`src/rtl/core_pipe_exec_lsu_split_if.sv`:
```
// rtl/core_pipe_exec_lsu_split_if.sv - single-channel data memory bus between the LSU and memory
interface core_pipe_exec_lsu_split_if #(
  parameter int XLEN = 64
);
  logic                  dmem_req;
  logic [XLEN-1:0]       dmem_addr;
  logic                  dmem_wen;
  logic [XLEN/8-1:0]     dmem_strb;
  logic [XLEN-1:0]       dmem_wdata;
  logic                  dmem_gnt;
  logic                  dmem_err;
  logic [XLEN-1:0]       dmem_rdata;

  modport master (
    output dmem_req, dmem_addr, dmem_wen, dmem_strb, dmem_wdata,
    input  dmem_gnt, dmem_err, dmem_rdata
  );

  modport slave (
    input  dmem_req, dmem_addr, dmem_wen, dmem_strb, dmem_wdata,
    output dmem_gnt, dmem_err, dmem_rdata
  );
endinterface

```
`src/rtl/core_pipe_exec_lsu_split.sv`:
```
// rtl/core_pipe_exec_lsu_split.sv - execute-stage LSU; CORE_LSU_MISALIGN_EN enables split beats for misaligned accesses
module core_pipe_exec_lsu_split #(
  parameter int XLEN = 64
) (
  input  logic            g_clk,
  input  logic            g_resetn,
  input  logic            valid,
  input  logic [XLEN-1:0] addr,
  input  logic [XLEN-1:0] wdata,
  input  logic            load,
  input  logic            store,
  input  logic [1:0]      size,
  input  logic            sext,
  output logic            ready,
  output logic            trap_bus,
  output logic            trap_addr,
  output logic [XLEN-1:0] rdata,
  core_pipe_exec_lsu_split_if.master dmem
);

  localparam int BYTES = XLEN / 8;
  localparam int OFFW  = $clog2(BYTES);
  localparam int AW    = $clog2(XLEN);

`ifdef CORE_LSU_MISALIGN_EN
  typedef enum logic [1:0] {S_IDLE = 2'd0, S_DONE = 2'd1, S_HI = 2'd2} state_t;
`else
  typedef enum logic [1:0] {S_IDLE = 2'd0, S_DONE = 2'd1} state_t;
`endif

  state_t state_q, state_d;

  logic              err_q;
  logic [XLEN-1:0]   rdata_q;
  logic              req_c;
  logic              fin;

  logic [OFFW-1:0]   off;
  logic [OFFW+1:0]   nb;
  logic [OFFW+4:0]   nbits;
  logic [OFFW+4:0]   sidx;
  logic [OFFW+2:0]   lo_sh;
  logic [XLEN-1:0]   base_addr;
  logic [BYTES-1:0]  strb_base;
  logic [BYTES-1:0]  strb_lo;
  logic [XLEN-1:0]   wd_lo;
  logic [XLEN-1:0]   rd_raw;
  logic [XLEN-1:0]   ld_mask;
  logic              sbit;
  logic [XLEN-1:0]   rd_ext;

  // Access geometry: byte offset in the bus word, byte count and first-beat lanes
  always_comb begin
    off       = addr[OFFW-1:0];
    nb        = (OFFW+2)'(1) << size;
    nbits     = {nb, 3'b000};
    lo_sh     = {off, 3'b000};
    base_addr = {addr[XLEN-1:OFFW], {OFFW{1'b0}}};
    strb_base = ~({BYTES{1'b1}} << nb);
    strb_lo   = strb_base << off;
    wd_lo     = wdata << lo_sh;
  end

`ifdef CORE_LSU_MISALIGN_EN
  logic [XLEN-1:0]   cap_q;
  logic              cross;
  logic [AW:0]       hi_sh;
  logic [BYTES-1:0]  strb_hi;
  logic [XLEN-1:0]   wd_hi;

  // Second-beat geometry for accesses that run past the end of the bus word
  always_comb begin
    cross   = ({2'b00, off} + nb) > (OFFW+2)'(BYTES);
    hi_sh   = (AW+1)'(XLEN) - (AW+1)'(lo_sh);
    strb_hi = strb_base >> ((OFFW+1)'(BYTES) - (OFFW+1)'(off));
    wd_hi   = wdata >> hi_sh;
    trap_addr = 1'b0;
  end

  // Read assembly: the low beat is the captured word once we are in HI
  always_comb begin
    if (state_q == S_HI) begin
      rd_raw = (cap_q >> lo_sh) | (dmem.dmem_rdata << hi_sh);
    end else begin
      rd_raw = dmem.dmem_rdata >> lo_sh;
    end
  end
`else
  logic [OFFW+1:0]   nbm1;

  // Misaligned accesses are refused outright; read data is always a single beat
  always_comb begin
    nbm1      = nb - (OFFW+2)'(1);
    trap_addr = valid && (|(addr[OFFW+1:0] & nbm1));
    rd_raw    = dmem.dmem_rdata >> lo_sh;
  end
`endif

  // Mask to the access size and extend; a full-width access has an all-ones mask
  always_comb begin
    ld_mask = ~({XLEN{1'b1}} << nbits);
    sidx    = nbits - (OFFW+5)'(1);
    sbit    = sext && rd_raw[sidx[AW-1:0]];
    rd_ext  = (rd_raw & ld_mask) | ({XLEN{sbit}} & ~ld_mask);
  end

  // Next-state and bus drive; DONE keeps the bus quiet so a held valid cannot re-issue
  always_comb begin
    state_d         = state_q;
    req_c           = 1'b0;
    fin             = 1'b0;
    dmem.dmem_addr  = base_addr;
    dmem.dmem_strb  = strb_lo;
    dmem.dmem_wdata = wd_lo;
    dmem.dmem_wen   = 1'b0;
    case (state_q)
      S_IDLE: begin
        req_c         = valid && !trap_addr;
        dmem.dmem_wen = store;
        if (req_c && dmem.dmem_gnt) begin
`ifdef CORE_LSU_MISALIGN_EN
          if (dmem.dmem_err || !cross) begin
            fin     = 1'b1;
            state_d = S_DONE;
          end else begin
            state_d = S_HI;
          end
`else
          fin     = 1'b1;
          state_d = S_DONE;
`endif
        end
      end
`ifdef CORE_LSU_MISALIGN_EN
      S_HI: begin
        req_c           = 1'b1;
        dmem.dmem_addr  = base_addr + XLEN'(BYTES);
        dmem.dmem_strb  = strb_hi;
        dmem.dmem_wdata = wd_hi;
        dmem.dmem_wen   = store;
        if (dmem.dmem_gnt) begin
          fin     = 1'b1;
          state_d = S_DONE;
        end
      end
`endif
      S_DONE: state_d = S_IDLE;
      default: state_d = S_IDLE;
    endcase
    // Reset pulls the request down at once, even with valid still held
    dmem.dmem_req = req_c && g_resetn;
  end

  // State, error flag and load result registers
  always_ff @(posedge g_clk or negedge g_resetn) begin
    if (!g_resetn) begin
      state_q <= S_IDLE;
      err_q   <= 1'b0;
      rdata_q <= '0;
    end else begin
      state_q <= state_d;
      if (state_q == S_IDLE && req_c && dmem.dmem_gnt) begin
        err_q <= dmem.dmem_err;
`ifdef CORE_LSU_MISALIGN_EN
      end else if (state_q == S_HI && dmem.dmem_gnt) begin
        err_q <= err_q | dmem.dmem_err;
`endif
      end
      if (fin && load) begin
        rdata_q <= rd_ext;
      end
    end
  end

`ifdef CORE_LSU_MISALIGN_EN
  // Low beat of a crossing access, held until the high beat arrives
  always_ff @(posedge g_clk or negedge g_resetn) begin
    if (!g_resetn) begin
      cap_q <= '0;
    end else if (state_q == S_IDLE && req_c && dmem.dmem_gnt && !dmem.dmem_err && cross) begin
      cap_q <= dmem.dmem_rdata;
    end
  end
`endif

  assign ready    = (state_q == S_DONE);
  assign trap_bus = err_q && ready;
  assign rdata    = rdata_q;

endmodule

```
`src/flat_wrapper.sv`:
```
// flat-port wrapper written by rule: the top's interface ports become plain ports
module core_pipe_exec_lsu_split_flat 
#(
  parameter int XLEN = 64
)
  (g_clk, g_resetn, valid, addr, wdata, load, store, size, sext, ready, trap_bus, trap_addr, rdata, dmem_dmem_req, dmem_dmem_addr, dmem_dmem_wen, dmem_dmem_strb, dmem_dmem_wdata, dmem_dmem_gnt, dmem_dmem_err, dmem_dmem_rdata);
  core_pipe_exec_lsu_split_if #(.XLEN(XLEN)) dmem_i ();
  input  logic g_clk;
  input  logic g_resetn;
  input  logic valid;
  input  logic [XLEN-1:0] addr;
  input  logic [XLEN-1:0] wdata;
  input  logic load;
  input  logic store;
  input  logic [1:0] size;
  input  logic sext;
  output logic ready;
  output logic trap_bus;
  output logic trap_addr;
  output logic [XLEN-1:0] rdata;
  output wire logic [$bits(dmem_i.dmem_req)-1:0] dmem_dmem_req;
  output wire logic [$bits(dmem_i.dmem_addr)-1:0] dmem_dmem_addr;
  output wire logic [$bits(dmem_i.dmem_wen)-1:0] dmem_dmem_wen;
  output wire logic [$bits(dmem_i.dmem_strb)-1:0] dmem_dmem_strb;
  output wire logic [$bits(dmem_i.dmem_wdata)-1:0] dmem_dmem_wdata;
  input wire logic [$bits(dmem_i.dmem_gnt)-1:0] dmem_dmem_gnt;
  input wire logic [$bits(dmem_i.dmem_err)-1:0] dmem_dmem_err;
  input wire logic [$bits(dmem_i.dmem_rdata)-1:0] dmem_dmem_rdata;
  assign dmem_dmem_req = dmem_i.dmem_req;
  assign dmem_dmem_addr = dmem_i.dmem_addr;
  assign dmem_dmem_wen = dmem_i.dmem_wen;
  assign dmem_dmem_strb = dmem_i.dmem_strb;
  assign dmem_dmem_wdata = dmem_i.dmem_wdata;
  assign dmem_i.dmem_gnt = dmem_dmem_gnt;
  assign dmem_i.dmem_err = dmem_dmem_err;
  assign dmem_i.dmem_rdata = dmem_dmem_rdata;
  core_pipe_exec_lsu_split #(.XLEN(XLEN)) u_core (.g_clk(g_clk), .g_resetn(g_resetn), .valid(valid), .addr(addr), .wdata(wdata), .load(load), .store(store), .size(size), .sext(sext), .ready(ready), .trap_bus(trap_bus), .trap_addr(trap_addr), .rdata(rdata), .dmem(dmem_i));
endmodule
```
`config.mk`:
```
export PLATFORM = sky130hd
export DESIGN_NAME = core_pipe_exec_lsu_split_flat
export DESIGN_NICKNAME = d
export VERILOG_FILES = /design/src/rtl/core_pipe_exec_lsu_split_if.sv /design/src/rtl/core_pipe_exec_lsu_split.sv /design/src/flat_wrapper.sv
export SDC_FILE = /design/constraint.sdc
export NUM_CORES = 1
export LEC_CHECK = 0
export ABC_CLOCK_PERIOD_IN_PS = 2300
export BUFFER_PORTS_ARGS = -buffer_cell sky130_fd_sc_hd__buf_2
export CAP_MARGIN = 5
export CORE_AREA = 8 8 153 155
export DETAILED_ROUTE_END_ITERATION = 8
export DIE_AREA = 0 0 161 163
export MAX_ROUTING_LAYER = met4
export PLACE_DENSITY = 0.63
export SYNTH_ARGS = -nofsm -noshare
export SYNTH_HDL_FRONTEND = slang
export SYNTH_SLANG_ARGS = --single-unit
```
`constraint.sdc`:
```
create_clock -name g_clk -period 2.3 [get_ports g_clk]
set_clock_uncertainty 0.2 [all_clocks]
set_input_delay 0.23 -clock g_clk [delete_from_list [all_inputs] [get_ports g_clk]]
set_output_delay 0.23 -clock g_clk [all_outputs]
set_load 0.01 [all_outputs]
```
# == Yosys cells after proc, flatten, opt, wreduce, memory -nomap -nowiden ==
# Index checks and enable logic that the tools add are counted.
# W data, S select, Z words.
# op_classes
addsub,2
magnitude_cmp,1
eq_ne,2
shift,6
n_mux,8
bitwise,7
reduce_logical,12
# op_table
operator,count
$and A64 B64 Y64,2
$not A64 Y64,2
$or A64 B64 Y64,1
$shl A64 B6 Y64,1
$shl A64 B8 Y64 const A,1
$shr A64 B6 Y64,1
$logic_and A1 B1 Y1,9
$not A8 Y8,1
$shl A8 B3 Y8,1
$shl A8 B5 Y8 const A,1
$lt A6 B7 Y1 const B,1
$bmux W1 S6,1
$sub A6 B1 Y6 const B,1
$and A5 B5 Y5,1
$mux W1,5
$reduce_or A5 Y1,1
$shl A1 B2 Y5 const A,1
$sub A5 B1 Y5 const B,1
$mux W2,2
$eq A2 B1 Y1 const B,1
$logic_not A2 Y1,1
$ne A2 B1 Y1 const B,1
$logic_not A1 Y1,1
# word_totals
register_bits,67
inputBits,202
out_inout_bits,205
elab_cells,41

# == Longest topological paths before layout ==
# Gate-level depths: netlist of the first run.
# logic_depth
depth_word,11
mapped_depth,11
ltp_nobuf,8

# == Worst setup path before layout of the first run ==
# OpenSTA, ideal clock, no wires.
# synth_path
path_kind,in2reg
from,in size[0]
to,reg u_core.rdata_q[45] (netlist: u_core.rdata[45])
arrival_time_ns,2.237
path_slack_ns,-0.278
stages,10
path_buffers,4
path_cell_list,clkbuf_1 -> nand2_1 -> clkbuf_1 -> ha_1 -> nand2b_1 -> nand3_1 -> nor2_1 -> clkbuf_1 -> clkbuf_1 -> a31oi_1
# synth_via
elab_chain_len,11
word_cells_on_any_way,21
classes_between,add/sub: 2; shift: 2; mux: 4; bitwise: 6; reduce/logical: 7
# synth_rtl
item,line_no,source
from (decl),flat_wrapper.sv:15,input logic [1:0] size;
$shl A1 B2 Y5 *,core_pipe_exec_lsu_split.sv:55,nb = (OFFW+2)'(1) << size;
"parallel branches: the longest is 10 deep, another holds $sub A6 B1 Y6",--,
to (signal assigned),core_pipe_exec_lsu_split.sv:170,rdata_q <= rd_ext;
to (decl),core_pipe_exec_lsu_split.sv:34,logic [XLEN-1:0] rdata_q;
# Every way passes the cells marked *. The select of a mux whose other input is x is not followed.
# A chain may end at the register's enable or synchronous reset.

# == Worst setup path after layout of the first run ==
# layout_path
from,in addr[1]
to,out dmem_dmem_wdata[31]
# layout_via
elab_chain_len,1
# layout_rtl
item,line_no,source
from (decl),flat_wrapper.sv:11,input logic [XLEN-1:0] addr;
$shl A64 B6 Y64,core_pipe_exec_lsu_split.sv:61,wd_lo = wdata << lo_sh;
to (decl),flat_wrapper.sv:25,output wire logic [$bits(dmem_i.dmem_wdata)-1:0] dmem_dmem_wdata;
# Every way passes these cells.

==> results.yml, run 1 <==
outcome:
  status: "finished, final reports clean"
flow_run:
  maxCapViolCount: 0
detailed_routing:
  wl_per_cell_microns: 22.49
  firstDrtPassIters: 5
  ant_nets: 0
  num_vias: 7219
  drtIter0Drc: 497
  vias_per_cell: 5.532
  wirelength_microns: 29350
  drc: 0
critical_path:
  r2r_start: "u_core.state_q[0]$_DFFE_PN0P_"
  slowest_stage: "mux2_2"
  reg2reg_slack_ns: 0.25
  worstPathRequired_ns: 1.87
  start_kind: "input port"
  worst_path_most_repeated_cell: "buf_4"
  max_stage_delay_ns: 0.36
  crit_path_cell_trace: "buf_4 -> buf_16 -> mux2_2 -> o21ai_0 -> buf_4 -> nor2_1 -> buf_2"
  worst_ep_arrival_time_ns: 1.75
  reg2reg_depth: 5
  crit_type: "input port to primary output"
  end_kind: "primary output"
  crit_fanout: 18
  regToRegEndpoint: "u_core.rdata[16]$_DFFE_PN0P_"
power:
  peakVddDrop_v: 0.0003677
  power.share.clock_pct: 23.6
  switchingPower_uw: 1959
  power.total_uw: 5224
  pwr-share-seq_pct: 32.6
  combPwrFrac_pct: 43.7
  internal_power_uw: 3265
  p_leak_uw: 0.004167
  powerDensity_nw_per_um2: 600.0
  sw_frac_of_total_pct: 37.50
floorplan:
  die-area_sq_um: 26240
  dieHeight_microns: 163
  ios: 407
  coreArea_sq_um: 20820
  initial_utilization_pct: 32.74
  rows: 53
  die_w_microns: 161
clock_network:
  clk_pin_slew_ns: 0.05
  clock_sinks: 66
  cts_root_buf: "clkbuf_16"
  cts_tree: "built"
  ctsHtreeMaxLevel: 3
  clock_latency_ns: 0.33
  cts_buffers: 9
  cts.path.max_buffers: 2
synth:
  ys_types: 54
  syn_area_per_cell_sq_um: 8.417
  synth_seq_area_share_pct: 24.22
  async_flop_share_pct: 100.0
  ys_ff_latch: 66
  synth_edf_count: 0
  syn_area_sq_um: 6818
  yosys_warnings: 0
  dominantRegCellSynth: "dfrtp_1"
  syn_inst: 810
global_routing:
  grt_pass1_wl_microns: 42780
  grt_start_max_net_pins: 102
  grt_remaining_overflow: 0
  grt_pass1_vias: 7281
  track_usage_pct: 21.59
  antenna_found_initial: 1
timing:
  max-slew-margin-rel_pct: 44.18
  fin_hold_ws_ns: 0.01146
  slew_violations: 0
  finalSetupViolCount: 0
  period_minus_slack_ns: 2.182
  finalHoldViolCount: 0
  finalCritPeriodShare_pct: 94.85
  fmax_mhz: 458.4
  rsz0062_at_grt: "false"
  tightest_slew_ns: 0.8309
min_path:
  min_from: "dmem_dmem_rdata[62]"
  hold_path.class: "input port to flip-flop"
  min_to: "u_core.rdata[62]$_DFFE_PN0P_"
  min_path_cells: 3
place:
  globalplace.congestion: 0.9301
  hpwlAfterDp_microns: 23320
  io_buffer_count: 285
layout:
  fin_nets: 1229
  final.fill_count: 2118
  syn_to_final_growth_pct: 27.69
  drive_gt1_share_pct: 42.80
[cell type report]
| cell class | instances | area [sq um] | share of cell area, % |
|---|---|---|---|
| multi-input cells | 603 | 4404 | 50.59 |
| repair buffers | 341 | 2026 | 23.27 |
| inverters | 4 | 15.01 | 0.1725 |
| flip-flops and latches | 66 | 1652 | 18.97 |
| clock buffers | 11 | 242.7 | 2.788 |
| diodes | 2 | 5.005 | 0.05749 |
| well taps | 275 | 344.1 | 3.952 |
| clock inverters | 3 | 17.52 | 0.2012 |
[metrics by stage]
stage               util, %  std cells  TNS, ns  setup slack [ns]  cell area [sq um]
finish                41.81       1305        0            0.1184               8706
global route          41.80       1304        0           0.03524               8703
CTS                   41.58       1302        0           0.05100               8658
detailed placement    40.19       1285   -1.848           -0.1027               8368
global placement      40.19       1285  -0.7360          -0.06656               8368
floorplan                 -        812        0          0.002134               6870
[synth_stat cells (all sizes together), types with 2 or more instances]
cell	instances	share of area (%)
nand2b	6	0.55
a21oi	88	6.5
or3	7	0.64
nor3b	3	0.40
mux2	34	5.6
o21ai	57	4.2
nor4	3	0.28
a21boi	2	0.22
nor3	5	0.37
o22ai	9	0.83
a22o	14	1.8
o21a	2	0.22
clkbuf	42	2.3
nor2	106	5.9
a2bb2oi	8	1.0
mux4	38	13
ha	2	0.37
inv	4	0.22
and3	6	0.55
mux2i	61	9.0
nor2b	5	0.46
buf	97	9.5
dfrtp	66	24
o211ai	2	0.22
a22oi	27	3.0
a211oi	2	0.22
and2	16	1.5
nand3	6	0.51
a31oi	17	1.6
nand2	60	3.3
[power groups by stage]
stage	clock network, uW	logic [uW]	registers, uW
final	1230	2280	1710
after global routing	1320	2490	1750
after CTS	1270	2310	1710
after detailed placement	0	2300	1720
after global placement	0	2280	1720
after floorplan	0	1170	1860
[worst max-delay path, delay by kind of cell]
family,cells,cell delay [ns]
and+or+nand+nor,1,0.04
buffers and inverters,4,0.77
muxes,1,0.36
AOI/OAI and AO/OA,1,0.33
[state kept, by name (all words and copies together) (netlist names)]
register and flops:
u_core.err_q 1, u_core.state_q 1, u_core.rdata 64
[layout by cell type, fill, tap and decap left out, drive strengths merged, types with 3 or more instances in the layout]
| cell | instances |
|---|---|
| buf | 337 |
| nor2 | 106 |
| a21oi | 88 |
| dfrtp | 66 |
| mux2i | 61 |
| nand2 | 60 |
| o21ai | 57 |
| mux4 | 38 |
| mux2 | 34 |
| a22oi | 27 |
| a31oi | 17 |
| and2 | 16 |
| a22o | 14 |
| clkbuf | 12 |
| o22ai | 9 |
| a2bb2oi | 8 |
| or3 | 7 |
| nand2b | 6 |
| and3 | 6 |
| nand3 | 6 |
| nor2b | 5 |
| nor3 | 5 |
| inv | 4 |
| nor4 | 3 |
| conb | 3 |
| dlygate4sd3 | 3 |
| nor3b | 3 |
[logic make-up (layout without fill, tap and decap cells)]
logic type                 after synthesis  in the layout  share of synthesized area [%]
other                                    1              5                        0.05500
buffers and inverters                  143            359                          12.00
adders and majority gates                2              2                         0.3670
DFF                                     66             66                          24.22
and+or+nand+nor                        228            228                          15.14
AOI/OAI and AO/OA                      236            236                          20.96
xor gates and xnor gates                 1              1                         0.1285
muxes                                  133            133                          27.12
[repair_timing]
action,4_1_cts,5_1_grt
setup buffers,0,0
hold endpoints to repair,68,0
resized for setup,0,3
hold buffers,3,0
setup endpoints to repair,0,4
[per-layer routing]
metal | routed length [microns] | part of all wire, % | track usage (%)
met4 | 659 | 2.2 | 7.197
met3 | 2324 | 7.9 | 4.980
met1 | 11560 | 39 | 25.07
met5 | 0 | 0 | -
met2 | 14800 | 50 | 36.36
[worst max path at each step]
stage,start,end,slack [ns],cells after the start
finish,addr[1],dmem_dmem_wdata[31],0.12,7
global route,addr[1],dmem_dmem_wdata[62],0.04,9
CTS,addr[1],dmem_dmem_wdata[63],0.05,6
detailed placement,addr[1],u_core.rdata[10]$_DFFE_PN0P_,-0.10,6
global placement,addr[0],u_core.rdata[4]$_DFFE_PN0P_,-0.07,6
floorplan,addr[0],u_core.rdata[16]$_DFFE_PN0P_,0.002,7
Power figures use the tool's default switching activity.
==> inputs of run 2 (changes only) <==
--- a/config.mk
+++ b/config.mk
@@ -7,12 +7,12 @@
 export LEC_CHECK = 0
 export ABC_CLOCK_PERIOD_IN_PS = 2300
 export BUFFER_PORTS_ARGS = -buffer_cell sky130_fd_sc_hd__buf_2
-export CAP_MARGIN = 5
-export CORE_AREA = 8 8 153 155
+export CAP_MARGIN = 10
+export CORE_AREA = 8 8 150 152
 export DETAILED_ROUTE_END_ITERATION = 8
-export DIE_AREA = 0 0 161 163
+export DIE_AREA = 0 0 158 160
 export MAX_ROUTING_LAYER = met4
-export PLACE_DENSITY = 0.63
+export PLACE_DENSITY = 0.65
 export SYNTH_ARGS = -nofsm -noshare
 export SYNTH_HDL_FRONTEND = slang
 export SYNTH_SLANG_ARGS = --single-unit
==> results.yml, run 2 (same netlist as run 1, synthesis figures left out) <==
outcome:
  status: "finished, final reports clean"
global_routing:
  grt_pass1_vias: 7186
  grt_pass1_wl_microns: 42610
  use_met2_pct: 38.50
  use_met1_pct: 25.75
  grt_start_max_net_pins: 89
  antenna_found_initial: 3
  grt_remaining_overflow: 0
  gr-usage-met3_pct: 5.263
  top_usage_layer: "met2"
  track_usage_pct: 22.60
layout:
  drive_gt1_share_pct: 42.80
  syn_to_final_growth_pct: 27.67
  fin_util_pct: 43.44
  layout_common_cells: "buf_2, nor2_1, a21oi_1"
  fin_area_sq_um: 8705
  largest_register_ffs: 64
  fin_nets: 1234
  fin_cells: 1308
  final_common_cell: "buf_2"
  final.fill_count: 2091
critical_path:
  path_delay_family: "simple AND/OR/NAND/NOR gates"
  crit_path_cell_trace: "dlygate4sd3_1 -> buf_2 -> and4b_1 -> nand3_1 -> nor3_1 -> a22oi_1 -> o21ai_0"
  end_kind: "flip-flop"
  reg2reg_slack_ns: 0.17
  worst_ep_arrival_time_ns: 2.19
  cp_num_buf_inv: 2
  worstPathRequired_ns: 2.34
  max_stage_delay_ns: 0.72
  crit_fanout: 7
  reg2reg_depth: 5
  r2r_start: "u_core.state_q[0]$_DFFE_PN0P_"
  slowest_stage: "nor3_1"
  regToRegEndpoint: "u_core.rdata[10]$_DFFE_PN0P_"
  start_kind: "input port"
  crit_type: "input port to flip-flop"
timing:
  period_minus_slack_ns: 2.148
  rsz0062_at_grt: "false"
  finalSetupViolCount: 0
  slew_violations: 0
  setup_tns_ns: 0
  tightest_slew_ns: 0.9003
  fin_hold_ws_ns: 0.01188
  fmax_mhz: 465.5
  finalHoldViolCount: 0
  finalCritPeriodShare_pct: 93.41
  max-slew-margin-rel_pct: 39.52
floorplan:
  die_w_microns: 158
  die-area_sq_um: 25280
  dieHeight_microns: 160
  coreArea_sq_um: 20040
  initial_utilization_pct: 34.02
  rows: 52
  ios: 407
clock_network:
  cts_root_buf: "clkbuf_16"
  ctsHtreeMaxLevel: 3
  cts_setup_buffers: 0
  cts_tree: "built"
  clock_latency_ns: 0.33
  clock_sinks: 66
  cts_buffers: 9
  clk_pin_slew_ns: 0.05
  cts.path.max_buffers: 2
place:
  io_buffer_count: 285
  hpwlAfterDp_microns: 22960
  detailed_place.area_sq_um: 8387
  globalplace.congestion: 0.9460
  placed_cells: 1285
power:
  powerDensity_nw_per_um2: 600.5
  peakVddDrop_v: 0.0003205
  p_leak_uw: 0.004177
detailed_routing:
  wirelength_microns: 28780
  num_vias: 7152
  vias_per_cell: 5.468
  drtIter0Drc: 594
  wl_per_cell_microns: 22.00
  drc: 0
  firstDrtPassIters: 7
  ant_nets: 0
min_path:
  hold_path.class: "input port to flip-flop"
  min_path_cells: 3
  min_to: "u_core.rdata[60]$_DFFE_PN0P_"
  min_from: "dmem_dmem_rdata[60]"
flow_run:
  maxCapViolCount: 0
## run 2: cell count changes in the layout (fill, tap and decap cells not counted), sizes merged
| cell | change |
|---|---|
| dlygate4sd3 | +1 |
| clkbuf | +1 |
| diode | +1 |
| clkinvlp | -1 |
| clkinv | +1 |
| buf | +5 |
## run 2: routing by layer
metal | part of all wire (%) | routed length, microns
met5 | 0 | 0
met4 | 2.5 | 709
met3 | 9.6 | 2760
met2 | 51 | 14570
met1 | 37 | 10740
## run 2: metrics by stage
stage          total power (uW)  worst slack [ns]
3_3_place_gp               3996          -0.01813
4_1_cts                    5288           0.03319
5_1_grt                    5555           0.02157
3_5_place_dp               4025           -0.1404
2_1_floorplan              3028          0.002134
6_report                   5227            0.1516
## run 2: how the worst max path moves through the flow
stage	from	endpoint	slack [ns]	cells past startpoint
floorplan	addr[0]	u_core.rdata[16]$_DFFE_PN0P_	0.002	7
global placement	size[0]	u_core.rdata[0]$_DFFE_PN0P_	-0.02	11
detailed placement	size[0]	u_core.rdata[4]$_DFFE_PN0P_	-0.14	11
CTS	dmem_dmem_gnt	u_core.rdata[4]$_DFFE_PN0P_	0.03	8
global route	dmem_dmem_gnt	u_core.rdata[9]$_DFFE_PN0P_	0.02	7
finish	dmem_dmem_gnt	u_core.rdata[10]$_DFFE_PN0P_	0.15	7
## run 2: where the power goes
part | internal [uW] | switching (uW) | leakage [uW]
clock | 754 | 490 | 0.000133
combinational | 1020 | 1250 | 0.00322
sequential | 1510 | 204 | 0.000819
total | 3280 | 1950 | 0.00418
## run 2: area by class of cell
| type | count | area, sq um | area share [%] |
|---|---|---|---|
| Sequential cell | 66 | 1652 | 18.97 |
| Antenna cell | 3 | 7.507 | 0.08624 |
| Timing Repair Buffer | 346 | 2028 | 23.30 |
| Multi-Input combinational cell | 603 | 4399 | 50.54 |
| Inverter | 4 | 15.01 | 0.1725 |
| Clock inverter | 3 | 15.01 | 0.1725 |
| Tap cell | 270 | 337.8 | 3.881 |
| Clock buffer | 13 | 250.2 | 2.875 |
## run 2: repair_timing
| item | CTS | global route |
|---|---|---|
| hold buffers | 4 | 0 |
| hold endpoints to repair | 33 | 0 |
| endpoints found under the setup margin | 0 | 8 |
| gates resized for setup | 0 | 2 |
## run 2: tightest hold or removal path, delay by kind of cell
kind	cells	cell delay, ns
and+or+nand+nor	1	0.06
AOI/OAI and AO/OA	1	0.07
buffers and inverters	1	0.14
